==> src/rtl/afe_spi_pkg.sv <==
// afe_spi_pkg: shared command/status field constants and arbiter state encoding
package afe_spi_pkg;
  localparam int CMD_LARGE_BIT = 31;
  localparam int CMD_LSB_FIRST_BIT = 30;
  localparam int CMD_DEVSEL_LSB = 24;
  localparam int CMD_DATA_WIDTH = 24;
  localparam int STATUS_BUSY_BIT = 31;
  typedef enum logic [2:0] {
    S_IDLE,
    S_STROBE,
    S_WAIT_START,
    S_WAIT_DONE,
    S_RESPOND
  } state_t;
endpackage

==> src/rtl/rr_priority_select.sv <==
// rr_priority_select: req vector + rotating pointer -> one-hot grant, grant index and any-request flag
module rr_priority_select
  import afe_spi_pkg::*;
#(
  parameter int N = 3,
  parameter int IW = 2
) (
  input  logic [N-1:0]  req,
  input  logic [IW-1:0] ptr,
  output logic [N-1:0]  grant,
  output logic [IW-1:0] idx,
  output logic          any
);
  always_comb begin
    grant = '0;
    idx = '0;
    for (int i = N - 1; i >= 0; i--)
      if (req[(int'(ptr) + i) % N]) begin
        grant = '0;
        grant[(int'(ptr) + i) % N] = 1'b1;
        idx = IW'((int'(ptr) + i) % N);
      end
    any = |req;
  end
endmodule

==> src/rtl/afe_spi_arbiter.sv <==
// afe_spi_arbiter: round-robin sharing of one AFE SPI engine among NREQ requesters (req*/resp* per requester, spi* to engine, watchdog errorCount)
module afe_spi_arbiter
  import afe_spi_pkg::*;
#(
  parameter int NREQ = 3,
  parameter int START_TIMEOUT = 8,
  parameter int DONE_TIMEOUT = 4096,
  localparam int IW = NREQ > 1 ? $clog2(NREQ) : 1
) (
  input  logic                 clk,
  input  logic                 reset,
  input  logic [NREQ-1:0]      reqValid,
  input  logic [32*NREQ-1:0]   reqCommand,
  output logic [NREQ-1:0]      reqReady,
  output logic [NREQ-1:0]      respValid,
  output logic [23:0]          respData,
  output logic                 respError,
  output logic                 spiStrobe,
  output logic [31:0]          spiCommand,
  input  logic [31:0]          spiStatus,
  output logic [IW-1:0]        grantIndex,
  output logic [15:0]          errorCount
);
  localparam int CW = $clog2((START_TIMEOUT > DONE_TIMEOUT ? START_TIMEOUT : DONE_TIMEOUT) + 1);
  state_t state, state_n;
  logic [CW-1:0] cnt, cnt_n;
  logic [IW-1:0] ptr, win_idx;
  logic [NREQ-1:0] win;
  logic any, busy, issue, done, err_n;
  logic unused_status;
  assign busy = spiStatus[STATUS_BUSY_BIT];
  assign unused_status = ^spiStatus[STATUS_BUSY_BIT-1:CMD_DATA_WIDTH];
  rr_priority_select #(.N(NREQ), .IW(IW)) u_sel (
    .req(reqValid),
    .ptr(ptr),
    .grant(win),
    .idx(win_idx),
    .any(any)
  );
  always_comb begin
    state_n = state;
    cnt_n = cnt;
    issue = 1'b0;
    done = 1'b0;
    err_n = 1'b0;
    case (state)
      S_IDLE: begin
        issue = any && !busy;
        state_n = issue ? S_STROBE : S_IDLE;
      end
      S_STROBE: begin
        cnt_n = '0;
        state_n = S_WAIT_START;
      end
      S_WAIT_START:
        if (busy) begin
          state_n = S_WAIT_DONE;
          cnt_n = '0;
        end else if (cnt == CW'(START_TIMEOUT - 1)) begin
          state_n = S_RESPOND;
          done = 1'b1;
          err_n = 1'b1;
        end else cnt_n = cnt + 1'b1;
      S_WAIT_DONE:
        if (!busy) begin
          state_n = S_RESPOND;
          done = 1'b1;
        end else if (cnt == CW'(DONE_TIMEOUT - 1)) begin
          state_n = S_RESPOND;
          done = 1'b1;
          err_n = 1'b1;
        end else cnt_n = cnt + 1'b1;
      S_RESPOND: state_n = S_IDLE;
      default: state_n = S_IDLE;
    endcase
  end
  always_ff @(posedge clk)
    if (reset) begin
      state <= S_IDLE;
      cnt <= '0;
    end else begin
      state <= state_n;
      cnt <= cnt_n;
    end
  always_ff @(posedge clk)
    if (reset) begin
      ptr <= '0;
      grantIndex <= '0;
      spiCommand <= '0;
      respData <= '0;
      respError <= 1'b0;
      errorCount <= '0;
    end else begin
      if (issue) begin
        spiCommand <= reqCommand[32*win_idx +: 32];
        grantIndex <= win_idx;
        ptr <= win_idx == IW'(NREQ - 1) ? '0 : win_idx + 1'b1;
      end
      if (done) begin
        respData <= spiStatus[CMD_DATA_WIDTH-1:0];
        respError <= err_n;
      end
      if (state == S_RESPOND && respError && errorCount != 16'hFFFF) errorCount <= errorCount + 1'b1;
    end
  // reqReady is gated by reset so a held reqValid is never accepted while the block is in reset
  assign reqReady = (issue && !reset) ? win : '0;
  assign spiStrobe = state == S_STROBE;
  assign respValid = state == S_RESPOND ? NREQ'(1) << grantIndex : '0;
endmodule
==> config.mk <==
export PLATFORM = sky130hd
export DESIGN_NAME = afe_spi_arbiter
export DESIGN_NICKNAME = d
export VERILOG_FILES = /design/src/rtl/afe_spi_pkg.sv /design/src/rtl/rr_priority_select.sv /design/src/rtl/afe_spi_arbiter.sv
export SDC_FILE = /design/constraint.sdc
export NUM_CORES = 1
export LEC_CHECK = 0
export ABC_AREA = 1
export BUFFER_PORTS_ARGS = -buffer_cell sky130_fd_sc_hd__buf_2
export CORE_AREA = 2 2 106 108
export DETAILED_ROUTE_END_ITERATION = 10
export DIE_AREA = 0 0 108 110
export PLACE_DENSITY = 0.79
export SYNTH_ARGS = -nofsm -noshare
export SYNTH_HDL_FRONTEND = slang
export SYNTH_HIERARCHICAL = 1
export SYNTH_SLANG_ARGS = --single-unit
==> constraint.sdc <==
create_clock -name clk -period 2.8 [get_ports clk]
set_clock_uncertainty 0.05 [all_clocks]
set_input_delay 0.28 -clock clk [delete_from_list [all_inputs] [get_ports clk]]
set_output_delay 0.28 -clock clk [all_outputs]
set_load 0.005 [all_outputs]
==> flow_metrics.tcl <==
set metrics [dict create \
    outcome "finished, final reports clean" \
    rr_startpoint "ptr[0]" \
    rsz0062_at_grt "no" \
    path_buf_inv 4 \
    core_um2 10700 \
    synth.distinct_cells 33 \
    drcViolationCount 0 \
    worstSkewPairLatency_ns 0.36 \
    hpwlAfterDp_mm 10.9 \
    ys_ff_latch 93 \
    clkSinkCount 93 \
    io_buffers 207 \
    synth_nets 861 \
    h-tree-depth 3 \
    n_antenna_cell 0 \
    cp-startpoint "ptr[0]" \
    antenna_left 0 \
    first_pass_iters 5 \
    drv_cap 0 \
    timing.setup.tns_ns 0 \
    clock.fmax_ghz 0.400 \
    cts_max_path_buffers 2 \
    path_clk_slew_ns 0.09 \
    start_util_pct 46.9 \
    dieWidth_um 108 \
    cp_top_family "simple AND/OR/NAND/NOR gates" \
    synth_compound_area_share_pct 16.7 \
    cts_hold_buf 0 \
    gp_congestion 0.897 \
    die-height_um 110 \
    cp_cell_sequence "inv_1 > ha_1 > inv_2 > nand2_1 > nand3_2 > nand2_1 > nand2_1 > nand2_1 > nand2_1 > nand2_1 > clkinv_1 > nor2_2 > buf_6 > nand2_1 > nand2_1 > nand2_1 > a31oi_1" \
    hold_viol 0 \
    synthAdderAreaFrac_pct 1.50 \
    antenna_found_initial 0 \
    numCtsBuffers 9 \
    area_delta_synth_final_pct 26.2 \
    hp-start "spiStatus[15]" \
    fin_crit_ns 2.50 \
    gr-usage-all-layers_pct 24.6 \
    fin_crit_sh_pct 89.4 \
    slew_viol_final 0 \
    boundaryPins 215 \
    crit_fanout 25 \
    grt_pass1_wl_mm 23.4 \
    ir_drop_uv 373 \
    drt_iter0_drc 344 \
    wl_mm 14.5 \
    yosysSeqAreaShare_pct 37.1 \
    layout.nets 1052 \
    fin_cells 1056 \
    dp.cells 1042 \
    required_ns 3.03 \
    core.rowCount 38 \
    grt_max_degree 66 \
    synthMuxAreaShare_pct 0 \
    slowest_delay_ns 0.38 \
    synth_simple_gate_area_share_pct 34.7 \
    cts_resized 0 \
    first_global_vias 5070 \
    wl_per_cell_um 13.8 \
    cp-end-kind "flip-flop" \
    vias 5455 \
    min_path_type "in2reg" \
    dpl_worst_slack_ns 0.272 \
    critPathKind "reg2reg" \
    relSlewSlack_pct 54.2 \
    fin_ws_ns 0.298 \
    crit_arrival_ns 2.73 \
    cts_root_buf "clkbuf_8" \
    p_leak_nw 2.89 \
    final_layout_size_suffix_gt1_share_pct 33.3 \
    nFillCells 1048 \
    synth_top_family_by_area "simple AND/OR/NAND/NOR gates" \
    syn_inst 722 \
    cp_slowest_cell "dfxtp_1" \
    dieArea_um2 11900 \
    synth_area_per_cell_um2 6.95 \
    viasPerCell 5.17 \
    setup_viol 0 \
    netlist_area_um2 5020 \
    cp_common_cell "nand2_1" \
    synth_xor_area_share_pct 1.57 \
    p_per_area_nw_per_um2 566 \
    ys_warn_count 6 \
    cts_tree "done" \
    start_kind "flip-flop" \
    grt_overflow 0 \
    post_cts_buffers 0 \
    worst_slew_pin_slew_ns 0.686 \
]
## metal layers
metal | vias up | track usage (%) | wire [um]
met1 | 2466 | 30.1 | 5990
met2 | 204 | 42.9 | 7230
met5 | - | 0 | 0
met3 | 28 | 5.82 | 1030
met4 | 0 | 7.88 | 289
li1 | 2757 | - | -
## flip-flops by register name (all words and copies together) (netlist names)
| signal | count |
|---|---|
| cnt | 13 |
| errorCount | 16 |
| grantIndex | 2 |
| ptr | 2 |
| respData | 24 |
| respError | 1 |
| spiCommand | 32 |
| state | 3 |
## final cells by class
cell class / instances / area, um2 / area share (%)
Multi-Input combinational cell: 533 / 2740 / 43.3
Sequential cell: 93 / 1860 / 29.4
Timing Repair Buffer: 218 / 1130 / 17.9
Inverter: 58 / 220 / 3.48
Tap cell: 140 / 175 / 2.77
Clock buffer: 10 / 128 / 2.02
Clock inverter: 4 / 73.8 / 1.17
## cells by family after synthesis
kind of cell | after synthesis
AO/OA/AOI/OAI | 129
XOR/XNOR | 9
adder cells (fa/ha/maj) | 6
buffers and inverters | 96
flip-flops | 93
AND/OR/NAND/NOR | 389
## tightest hold or removal path, cell delays in order
cell and delay, ns:
buf_2 0.10, nand2_2 0.06, a21oi_2 0.04
## worst paths after layout
check,endpoint,slack [ns],cells past startpoint
max,spiCommand[7],0.30,17
max reg2reg,spiCommand[7],0.30,17
min reg2reg,respData[0],0.41,2
min,respData[15],0.11,3
## metrics by stage
stage	util (%)	power, mW	area [um2]	hold slack, ns
floorplan	-	2.21	5020	0.373
global placement	57.3	2.64	6130	0.399
detailed placement	57.3	2.65	6130	0.402
CTS	59.2	3.60	6330	0.104
global route	59.2	3.82	6330	0.101
finish	59.2	3.59	6330	0.113
## layout by cell type, fill, tap and decap left out, types with 2 or more instances in the layout
cell / count
a21oi_1: 30
a21oi_2: 20
a31oi_1: 5
a41oi_1: 29
buf_2: 207
buf_4: 9
bufinv_16: 2
clkbuf_8: 9
clkinv_1: 2
dfxtp_1: 93
ha_1: 6
inv_1: 46
inv_2: 9
nand2_1: 212
nand2_2: 29
nand2_4: 2
nand3_1: 64
nand3_2: 2
nand4_1: 8
nor2_1: 50
nor2_2: 4
nor2_4: 3
nor3_1: 9
nor3b_1: 3
o21ai_0: 41
o21ai_1: 3
xnor2_1: 3
xor2_1: 6
## cell usage after synthesis, drive strengths merged
cell	instances	share of area (%)
a21oi	50	6.5
a31oi	5	0.62
a41oi	29	5.1
buf	14	2.2
clkbuf	24	1.8
clkinv	1	0.075
dfxtp	93	37
ha	6	1.5
inv	57	4.3
nand2	244	20
nand3	66	6.8
nand4	9	1.2
nor2	57	4.8
nor3	10	1.1
nor3b	3	0.45
o21ai	45	4.6
xnor2	3	0.52
xor2	6	1.0
## power by group
group / switching, mW / internal (mW) / total, mW
combinational: 0.727 / 0.422 / 1.15
clock: 0.472 / 0.496 / 0.968
sequential: 0.0524 / 1.42 / 1.47
Note: power is estimated with default switching activity, not from simulation.
